`config.mk`:
```
export PLATFORM = sky130hd
export DESIGN_NAME = z80_bus_responder
export DESIGN_NICKNAME = d
export VERILOG_FILES = /design/src/rtl/z80_resp_pkg.sv /design/src/rtl/z80_bus_responder_decode.sv /design/src/rtl/z80_bus_responder.sv
export SDC_FILE = /design/constraint.sdc
export NUM_CORES = 1
export LEC_CHECK = 0
export ABC_AREA = 1
export BUFFER_PORTS_ARGS = -buffer_cell sky130_fd_sc_hd__buf_2
export CORE_AREA = 3 3 90 58
export DETAILED_ROUTE_END_ITERATION = 6
export DIE_AREA = 0 0 93 61
export PLACE_DENSITY_LB_ADDON = 0.3
export SLEW_MARGIN = 0
export SYNTH_ARGS = -nofsm -noshare
export SYNTH_HDL_FRONTEND = slang
export SYNTH_SLANG_ARGS = --single-unit
```
`constraint.sdc`:
```
create_clock -name CLK -period 1.38 [get_ports CLK]
set_input_delay 0.069 -clock CLK [delete_from_list [all_inputs] [get_ports CLK]]
set_output_delay 0.069 -clock CLK [all_outputs]
set_load 0.01 [all_outputs]
```
`src/rtl/z80_resp_pkg.sv`:
```
// Shared types for the Z80 bus responder: FSM state encoding and cycle kinds.
// The INTACK state exists only when Z80_RESP_INTACK_EN is defined.
package z80_resp_pkg;

  typedef enum logic [2:0] {
    IDLE    = 3'd0,
    ACCESS  = 3'd1,
    HOLD    = 3'd2,
    RELEASE = 3'd3
`ifdef Z80_RESP_INTACK_EN
    ,
    INTACK  = 3'd4
`endif
  } respState_t;

  typedef enum logic [1:0] {
    MEM_RD = 2'd0,
    MEM_WR = 2'd1,
    IO_RD  = 2'd2,
    IO_WR  = 2'd3
  } cycleKind_t;

  function automatic logic kindIsIo(input logic [1:0] kind);
    return (kind == IO_RD) || (kind == IO_WR);
  endfunction

endpackage

```
`src/rtl/z80_bus_responder_decode.sv`:
```
// Combinational Z80 cycle-start decode: strobes in, cycle kind / valid out.
// Refresh cycles (MREQ with neither RD nor WR) never produce a valid start.
module z80_cycle_decode
  import z80_resp_pkg::*;
(
  input  logic       nM1,
  input  logic       nMREQ,
  input  logic       nIORQ,
  input  logic       nRD,
  input  logic       nWR,
  output logic       cycleValid,
  output logic [1:0] cycleKind,
  output logic       intAck
);

  logic strobe;
  logic memStart;
  logic ioStart;

  assign strobe   = !nRD || !nWR;
  assign memStart = !nMREQ && strobe;
  assign ioStart  = !nIORQ && nM1 && strobe;
  assign intAck   = !nIORQ && !nM1;

  assign cycleValid = memStart || ioStart;

  always_comb begin
    cycleKind = MEM_RD;
    if (memStart) cycleKind = nWR ? MEM_RD : MEM_WR;
    else          cycleKind = nWR ? IO_RD : IO_WR;
  end

endmodule

```
`src/rtl/z80_bus_responder.sv`:
```
// Z80 bus responder: turns CPU memory/I/O cycles into backend requests, holding
// the CPU with nWAIT until the backend answers. Optional INTACK via Z80_RESP_INTACK_EN.
module z80_bus_responder
  import z80_resp_pkg::*;
#(
  parameter int         MIN_WAIT   = 0,
  parameter logic [7:0] INT_VECTOR = 8'hFF
) (
  input  logic        CLK,
  input  logic        nRESET,
  input  logic [15:0] A,
  input  logic [7:0]  D_in,
  input  logic        nM1,
  input  logic        nMREQ,
  input  logic        nIORQ,
  input  logic        nRD,
  input  logic        nWR,
  output logic [7:0]  D_out,
  output logic        D_oe,
  output logic        nWAIT,
  output logic        nINT,
  output logic        be_req,
  output logic        be_io,
  output logic        be_we,
  output logic [15:0] be_addr,
  output logic [7:0]  be_wdata,
  input  logic        be_ack,
  input  logic [7:0]  be_rdata,
  input  logic        int_req,
  output logic [2:0]  dbgState
);

  // Backend handshake: be_req is a one-cycle pulse with be_addr/be_io/be_we/be_wdata
  // stable from then on; be_ack (with be_rdata) may come in that same cycle or later
  // and is only listened to in ACCESS, where it is remembered until the wait elapses.
  localparam logic [3:0] MinWaitW = 4'(MIN_WAIT);

  respState_t state, stateNext;
  logic       cycleValid;
  logic [1:0] cycleKind;
  logic       intAck;
  logic [2:0] waitCnt;
  logic       ackSeen;
  logic       accessDone;

  z80_cycle_decode u_decode (
    .nM1       (nM1),
    .nMREQ     (nMREQ),
    .nIORQ     (nIORQ),
    .nRD       (nRD),
    .nWR       (nWR),
    .cycleValid(cycleValid),
    .cycleKind (cycleKind),
    .intAck    (intAck)
  );

  // waitCnt holds completed ACCESS cycles, so the current one is waitCnt+1.
  assign accessDone = (ackSeen || be_ack) && (({1'b0, waitCnt} + 4'd1) >= MinWaitW);
  assign dbgState   = state;

  always_comb begin
    stateNext = state;
    nWAIT     = 1'b1;
    D_oe      = 1'b0;
    case (state)
      IDLE: begin
        if (cycleValid) begin
          stateNext = ACCESS;
          nWAIT     = !nRESET;
        end
`ifdef Z80_RESP_INTACK_EN
        else if (intAck) stateNext = INTACK;
`endif
      end
      ACCESS: begin
        nWAIT = 1'b0;
        if (accessDone) stateNext = (nRD && nWR) ? RELEASE : HOLD;
      end
      HOLD: begin
        D_oe = !be_we && !nRD;
        if (nRD && nWR) stateNext = RELEASE;
      end
      RELEASE: begin
        if (nMREQ && nIORQ) stateNext = IDLE;
      end
`ifdef Z80_RESP_INTACK_EN
      INTACK: begin
        D_oe = !nIORQ;
        if (nIORQ) stateNext = RELEASE;
      end
`endif
      default: stateNext = IDLE;
    endcase
  end

  always_ff @(posedge CLK or negedge nRESET) begin
    if (!nRESET) begin
      state    <= IDLE;
      D_out    <= 8'h00;
      be_req   <= 1'b0;
      be_io    <= 1'b0;
      be_we    <= 1'b0;
      be_addr  <= 16'h0000;
      be_wdata <= 8'h00;
      waitCnt  <= 3'd0;
      ackSeen  <= 1'b0;
    end else begin
      state  <= stateNext;
      be_req <= 1'b0;
      case (state)
        IDLE: begin
          if (cycleValid) begin
            be_addr  <= A;
            be_io    <= kindIsIo(cycleKind);
            be_we    <= ~nWR;
            be_wdata <= D_in;
            be_req   <= 1'b1;
            waitCnt  <= 3'd0;
            ackSeen  <= 1'b0;
          end
`ifdef Z80_RESP_INTACK_EN
          else if (intAck) D_out <= INT_VECTOR;
`endif
        end
        ACCESS: begin
          if (be_ack) ackSeen <= 1'b1;
          if (waitCnt != 3'd7) waitCnt <= waitCnt + 3'd1;
          if (be_ack && !ackSeen && !be_we) D_out <= be_rdata;
        end
        default: ;
      endcase
    end
  end

`ifdef Z80_RESP_INTACK_EN
  // A fresh request in the acknowledge cycle keeps nINT low.
  always_ff @(posedge CLK or negedge nRESET) begin
    if (!nRESET)                                        nINT <= 1'b1;
    else if (int_req)                                   nINT <= 1'b0;
    else if (state == IDLE && !cycleValid && intAck)    nINT <= 1'b1;
  end
`else
  logic unusedIntSignals;
  assign unusedIntSignals = int_req ^ intAck;
  assign nINT = 1'b1;
`endif

endmodule
```
==> flow_summary.json, run 1 <==
{
  "critPathSlowestCell": "dfrtp_2",
  "synth_compound_area_frac": 0.108,
  "period_share": 1.03,
  "synthMuxAreaShare": 0,
  "synth_enable_flop_cells": 0,
  "synth_cells": 197,
  "drive_gt1_frac": 0.458,
  "cp.depth": 6,
  "port_buffers": 78,
  "synth_top_family_by_area": "simple AND/OR/NAND/NOR gates",
  "cts_buffer_depth": 2,
  "drc": 0,
  "finalInstanceArea_um2": 2750,
  "clk_latency_ns": 0.27,
  "synth_fa_ha_area_frac": 0.0359,
  "crit_path_cell_trace": "inv_4 > ha_4 > inv_4 > nor2_4 > a21boi_2 > buf_2",
  "setup_slack_ns": -0.0430,
  "fin_skew_ns": 0.00303,
  "grt_overflow": 0,
  "cts_sinks": 38,
  "irDropWorstVdd_v": 0.000891,
  "hp-class": "in -> reg",
  "tritoncts": "built",
  "n_antenna_cell": 0,
  "rows": 19,
  "critPathCaptureType": "primary output",
  "grt_start_max_net_pins": 39,
  "netlist_area_um2": 1740,
  "grt_pass1_vias": 1488,
  "yosys.area_share.xor_xnor": 0,
  "clk_pin_slew_worst_paths_ns": 0.07,
  "start_util": 0.390,
  "cp_top_family": "flip-flops",
  "num_vias": 1664,
  "fin_nets": 356,
  "htree_levels": 2,
  "finalSetupViolCount": 3,
  "startpoint_type": "flop",
  "required_ns": 1.31,
  "synth_warnings": 0,
  "core_area_um2": 4470,
  "drtAntennaViolNets": 0,
  "ys_ff_latch": 38,
  "first_pass_iters": 4,
  "p_leak_nw": 1.50,
  "rr_worst_depth": 7,
  "rsz0062_at_grt": "true",
  "io_pins": 82,
  "yosysSeqAreaShare": 0.546,
  "grt_usage": 0.157,
  "cpPeakStageDelay_ns": 0.46,
  "layout_min_cycle_time_ns": 1.42,
  "final_core_util": 0.615,
  "synth_async_sr_flop_share": 1.00,
  "syn_nets": 243,
  "critPathMaxFanout": 4,
  "slew_viol_final": 0,
  "critPathArrivalTime_ns": 1.35,
  "critPathKind": "reg -> out",
  "die-area_um2": 5670,
  "path_common_cell": "inv_4",
  "dpl.hpwl_um": 3030,
  "routed_wl_um": 4800,
  "numCtsBuffers": 5,
  "placed_area_um2": 2230,
  "fmax_mhz": 703,
  "wl_per_cell_um": 12.9,
  "synth.distinct_cells": 21,
  "yosys_most_used_dff": "dfrtp_1",
  "die_h_um": 61,
  "place_ws_ns": -0.0726,
  "hold_path_depth": 3,
  "die_x_um": 93,
  "maxCapViolations": 0,
  "avgSynthCellArea_um2": 8.85,
  "place_congestion": 0.783,
  "grt_pass1_wl_um": 6890,
  "post_drt_via_cell_ratio": 4.46,
  "cts-root-buf": "clkbuf_8",
  "violations": "setup timing",
  "finalHoldViolCount": 0,
  "cp_num_buf_inv": 3,
  "powerDensity_nw_per_um2": 2010,
  "syn2layout_area_growth_pct": 57.6,
  "outcome": "finished, violations left",
  "drtIter0Drc": 43,
  "antenna_found_initial": 0,
  "synth-simple-area-share": 0.227
}
-- where the power goes --
part           switching [mW]  internal, mW  total (mW)
Sequential              0.311          1.63        1.94
Clock                   0.349         0.339       0.687
Combinational            1.56          1.33        2.89
Total                    2.22          3.30        5.52
-- cell usage after synthesis, types with 2 or more instances --
library cell,number,share of area
buf_2,2,0.0057
buf_4,2,0.0086
buf_6,2,0.013
clkbuf_1,3,0.0065
conb_1,2,0.0043
dfrtp_1,38,0.55
ha_1,5,0.036
inv_1,15,0.032
nand2_1,67,0.14
nand2_2,12,0.043
nand3_1,3,0.0086
nor2_1,4,0.0086
o21ai_0,34,0.098
-- cells by family (layout without fill, tap and decap cells) --
family / count (synthesis) / in the layout
AOI/OAI and AO/OA: 37 / 37
buffers and inverters: 26 / 139
and+or+nand+nor: 89 / 89
other: 2 / 2
DFF: 38 / 38
adders and majority gates: 5 / 5
-- through the flow --
stage | TNS [ns] | power (mW) | cells | hold WS [ns]
floorplan | 0 | 3.17 | 197 | -0.227
global placement | 0 | 4.13 | 337 | 0.179
detailed placement | -0.399 | 4.17 | 337 | 0.181
CTS | -0.0638 | 5.05 | 367 | 0.000697
global route | -0.997 | 5.95 | 373 | 0.00169
finish | -0.0496 | 5.52 | 373 | 0.000316
-- sequential cells by signal, summed over array words and instances, names as in the netlist --
| signal | cells |
|---|---|
| be_addr | 16 |
| be_wdata | 8 |
| D_out | 8 |
| be_req | 1 |
| be_io | 1 |
| dbgState | 2 |
| be_we | 1 |
| ackSeen | 1 |
-- routing by layer --
| layer | vias to the layer above | wire length (um) | track usage |
|---|---|---|---|
| li1 | 842 | - | - |
| met1 | 764 | 2170 | 0.200 |
| met2 | 56 | 2220 | 0.268 |
| met3 | 2 | 396 | 0.0558 |
| met4 | 0 | 11 | 0.0251 |
| met5 | - | 0 | 0 |
-- cell type report --
class | count | area (um^2)
Clock buffer | 5 | 68.8
Clock inverter | 2 | 10.0
Fill cell | 402 | 1720
Inverter | 16 | 65.1
Multi-Input combinational cell | 133 | 779
Sequential cell | 38 | 952
Tap cell | 63 | 78.8
Timing Repair Buffer | 116 | 793
-- tightest hold or removal path, delay by kind of cell --
kind | cells | cell delay (ns)
buffers and inverters | 1 | 0.08
AND/OR/NAND/NOR | 2 | 0.10
-- timing repair --
item	CTS	global route
endpoints found under the setup margin	10	36
hold buffers	19	1
pin swaps	1	6
setup buffers	4	3
cloned	0	3
endpoints found under the hold margin	56	1
resized for setup	6	40
-- placed cells by master (no fill, tap or decap) --
cell type       n
buf_2          78
nand2_1        60
dfrtp_1        37
o21ai_0        22
dlygate4sd3_1  20
nand2_2        15
inv_1          13
buf_4          12
o21ai_2         7
o21ai_1         5
clkbuf_8        5
nand2_4         4
nor2_1          3
nand3_1         3
ha_4            3
inv_4           2
nand3_4         2
ha_1            2
conb_1          2
clkinv_2        2
clkbuf_16       2
buf_6           2
buf_12          2
nor2_4          1
a21boi_2        1
nor2_2          1
a21oi_1         1
o21ai_4         1
inv_2           1
dfrtp_2         1
-- worst paths after layout --
path | slack [ns] | from | end
worst max-delay path | -0.04 | dbgState[0] | nWAIT
worst min-delay path | 0.0003 | A[5] | be_addr[5]
worst max register to register | 0 | dbgState[0] | be_addr[8]
worst min register to register | 0.47 | ackSeen | ackSeen
max in group asynchronous | 0.60 | nRESET | dbgState[0]
min in group asynchronous | 0.42 | nRESET | be_addr[10]
(Power assumes the default switching activity.)
==> inputs of run 2 (changes only) <==
ABC_AREA = 0   (was 1)
CORE_AREA = 3 3 86 56   (was 3 3 90 58)
DIE_AREA = 0 0 89 59   (was 0 0 93 61)
==> run 2 against run 1 <==
Effect of this change:
- maximum frequency fell by 18%
- non-clock buffer count fell by 13
- routed wire length fell by 15%
- via count fell by 27%
- global-route usage barely moved
- largest power group unchanged
- combinational power rose by 5%
- clock-buffer cell count rose by 2
- sequential share of layout area rose by 2.9 points
- synthesized area fell by 8.0%
- the run still ends with setup timing left
==> flow_summary.json, run 2 <==
{
  "outcome": "finished, violations left",
  "violations": "setup timing",
  "die-area_um2": 5250,
  "n_antenna_cell": 0,
  "core_area_um2": 4030,
  "hp-class": "in -> reg",
  "dpl.hpwl_um": 2740,
  "synth.distinct_cells": 21,
  "synth_enable_flop_cells": 0,
  "startpoint_type": "flop",
  "clk_pin_slew_worst_paths_ns": 0.07,
  "yosys_most_used_dff": "dfrtp_1",
  "layout_min_cycle_time_ns": 1.73,
  "synth_commonest_cells": "dfrtp_1 (38), mux2_2 (33), buf_4 (5), ha_1 (5), inv_1 (4)",
  "required_ns": 1.55,
  "cts_buffer_depth": 2,
  "cts_sinks": 38,
  "hold_start": "A[3]",
  "crit_path_cell_trace": "inv_4 > ha_4 > inv_4 > a221oi_4 > buf_4 > buf_16 > mux2_2",
  "htree_levels": 2,
  "wl_per_cell_um": 15.5,
  "port_buffers": 78,
  "p_total_mw": 5.82,
  "finalSetupViolCount": 39,
  "grt_pass1_wl_um": 6290,
  "reg2reg_to": "be_addr[1]",
  "antenna_found_initial": 0,
  "rows": 18,
  "cp_top_family": "buffers and inverters",
  "num_vias": 1220,
  "top_register": "be_addr",
  "cts-root-buf": "clkbuf_8",
  "grt_overflow": 0,
  "setup_slack_ns": -0.347,
  "maxCapViolations": 0,
  "post_drt_via_cell_ratio": 4.62,
  "cpPeakStageDelay_ns": 0.42,
  "fmax_mhz": 579,
  "irDropWorstVdd_v": 0.00107,
  "yosysMostFrequentCell": "dfrtp_1",
  "synth_cells": 108,
  "tritoncts": "built",
  "multi_input_area_um2": 752,
  "drtIter0Drc": 46,
  "synth_warnings": 0,
  "start_util": 0.398,
  "die_x_um": 89,
  "drtAntennaViolNets": 0,
  "grt_pass1_vias": 1339,
  "p_leak_nw": 1.27,
  "dp.cells": 240,
  "synth_top_area_frac": 0.593,
  "setup-tns-final_ns": -10.72,
  "finalHoldViolCount": 0,
  "final_common_cell": "buf_2",
  "grt_start_max_net_pins": 39,
  "yosysSeqAreaShare": 0.593,
  "holdPathEnd": "be_addr[3]",
  "fillers": 315,
  "finalInstanceArea_um2": 2540,
  "reg.largest.list": "be_addr: 16 flops, D_out: 8 flops, be_wdata: 8 flops",
  "syn2layout_area_growth_pct": 58.1,
  "drc": 0,
  "io_pins": 82,
  "routed_wl_um": 4090,
  "first_pass_iters": 4,
  "largest_reg_flops": 16,
  "period_share": 1.25,
  "synth_async_sr_flop_share": 1.00,
  "fin_nets": 259,
  "clk_latency_ns": 0.28,
  "path_common_cell": "inv_4",
  "netlist_area_um2": 1600,
  "hold_path_depth": 2,
  "critPathMaxFanout": 13,
  "synthTopCellsByArea": "dfrtp_1 (59%), mux2_2 (23%), ha_1 (3.9%), buf_4 (2.3%), nor4b_4 (1.5%)",
  "syn_nets": 154,
  "placed_area_um2": 2130,
  "cp_num_buf_inv": 4,
  "place_ws_ns": -0.300,
  "fin_skew_ns": 0.00330,
  "slew_viol_final": 0,
  "final_core_util": 0.629,
  "yosysTopAreaCell": "dfrtp_1",
  "rr_startpoint": "dbgState[1]",
  "critPathKind": "reg -> reg",
  "rsz0062_at_grt": "true",
  "drive_gt1_frac": 0.729,
  "final_cell_mix": "buf_2 (78), dfrtp_1 (36), mux2_4 (21)",
  "rr_worst_depth": 7,
  "grt_usage": 0.157,
  "die_h_um": 59,
  "critPathArrivalTime_ns": 1.89,
  "critPathCaptureType": "flop",
  "ff_latch_area_um2": 953,
  "ys_ff_latch": 38,
  "stdcell_count": 264,
  "numCtsBuffers": 5,
  "powerDensity_nw_per_um2": 2290,
  "fin_hold_ws_ns": 0.00796,
  "reg2reg_slack_ns": -0.35,
  "avgSynthCellArea_um2": 14.9,
  "critPathSlowestCell": "dfrtp_2",
  "place_congestion": 0.790
}
-- run 2: changes by cell type after synthesis, moves of 11 or more --
cell     previous run  this run
mux2_2              0        33
inv_1              15         4
nand2_2            12         0
o21ai_0            34         0
nand2_1            67         3
-- run 2: where the power goes --
part	internal, mW	switching (mW)
Combinational	1.78	1.26
Clock	0.403	0.365
Sequential	1.68	0.326
-- run 2: what timing repair did --
| item | 4_1_cts | 5_1_grt |
|---|---|---|
| gates cloned | 1 | 0 |
| hold buffers | 2 | 0 |
| endpoints found under the hold margin | 39 | 0 |
| resized for setup | 20 | 23 |
| pin swaps | 5 | 2 |
| buffers inserted | 9 | 4 |
| endpoints found under the setup margin | 39 | 40 |
-- run 2: routing by layer --
layer,GRT usage,share of wire,vias up
met5,0,0,-
met4,0.0212,0,0
met3,0.0708,0.096,0
met2,0.258,0.47,57
met1,0.199,0.44,580
li1,-,-,583
-- run 2: kinds of logic (layout without fill, tap and decap cells) --
| kind of cell | count (synthesis) | in the layout | share of synthesized area |
|---|---|---|---|
| multiplexers | 35 | 35 | 0.246 |
| other | 2 | 2 | 0.00468 |
| adder cells (fa/ha/maj) | 5 | 5 | 0.0390 |
| flip-flops | 38 | 38 | 0.593 |
| AO/OA/AOI/OAI | 8 | 8 | 0.0390 |
| AND/OR/NAND/NOR | 10 | 10 | 0.0437 |
| buffers and inverters | 10 | 116 | 0.0351 |
-- run 2: how the worst max path moves through the flow --
stage / slack, ns / startpoint / to / cells after the start
floorplan: -0.28 / dbgState[1] / D_out[0] / 5
global placement: -0.23 / dbgState[0] / be_addr[12] / 6
detailed placement: -0.30 / dbgState[0] / be_addr[9] / 6
CTS: -0.32 / dbgState[1] / nWAIT / 8
global route: -0.43 / dbgState[0] / be_addr[14] / 7
finish: -0.35 / dbgState[1] / be_addr[1] / 7
-- run 2: worst reg2reg max path, stage by stage, from the launching register on --
cell      delay, ns
dfrtp_2        0.42
inv_4          0.07
ha_4           0.15
inv_4          0.04
a221oi_4       0.25
buf_4          0.20
buf_16         0.14
mux2_2         0.34
-- run 2: area by class of cell --
type	instances	area share
Sequential cell	38	0.376
Multi-Input combinational cell	60	0.296
Timing Repair Buffer	103	0.257
Clock buffer	7	0.0340
Tap cell	50	0.0247
Inverter	5	0.0104
Clock inverter	1	0.00197
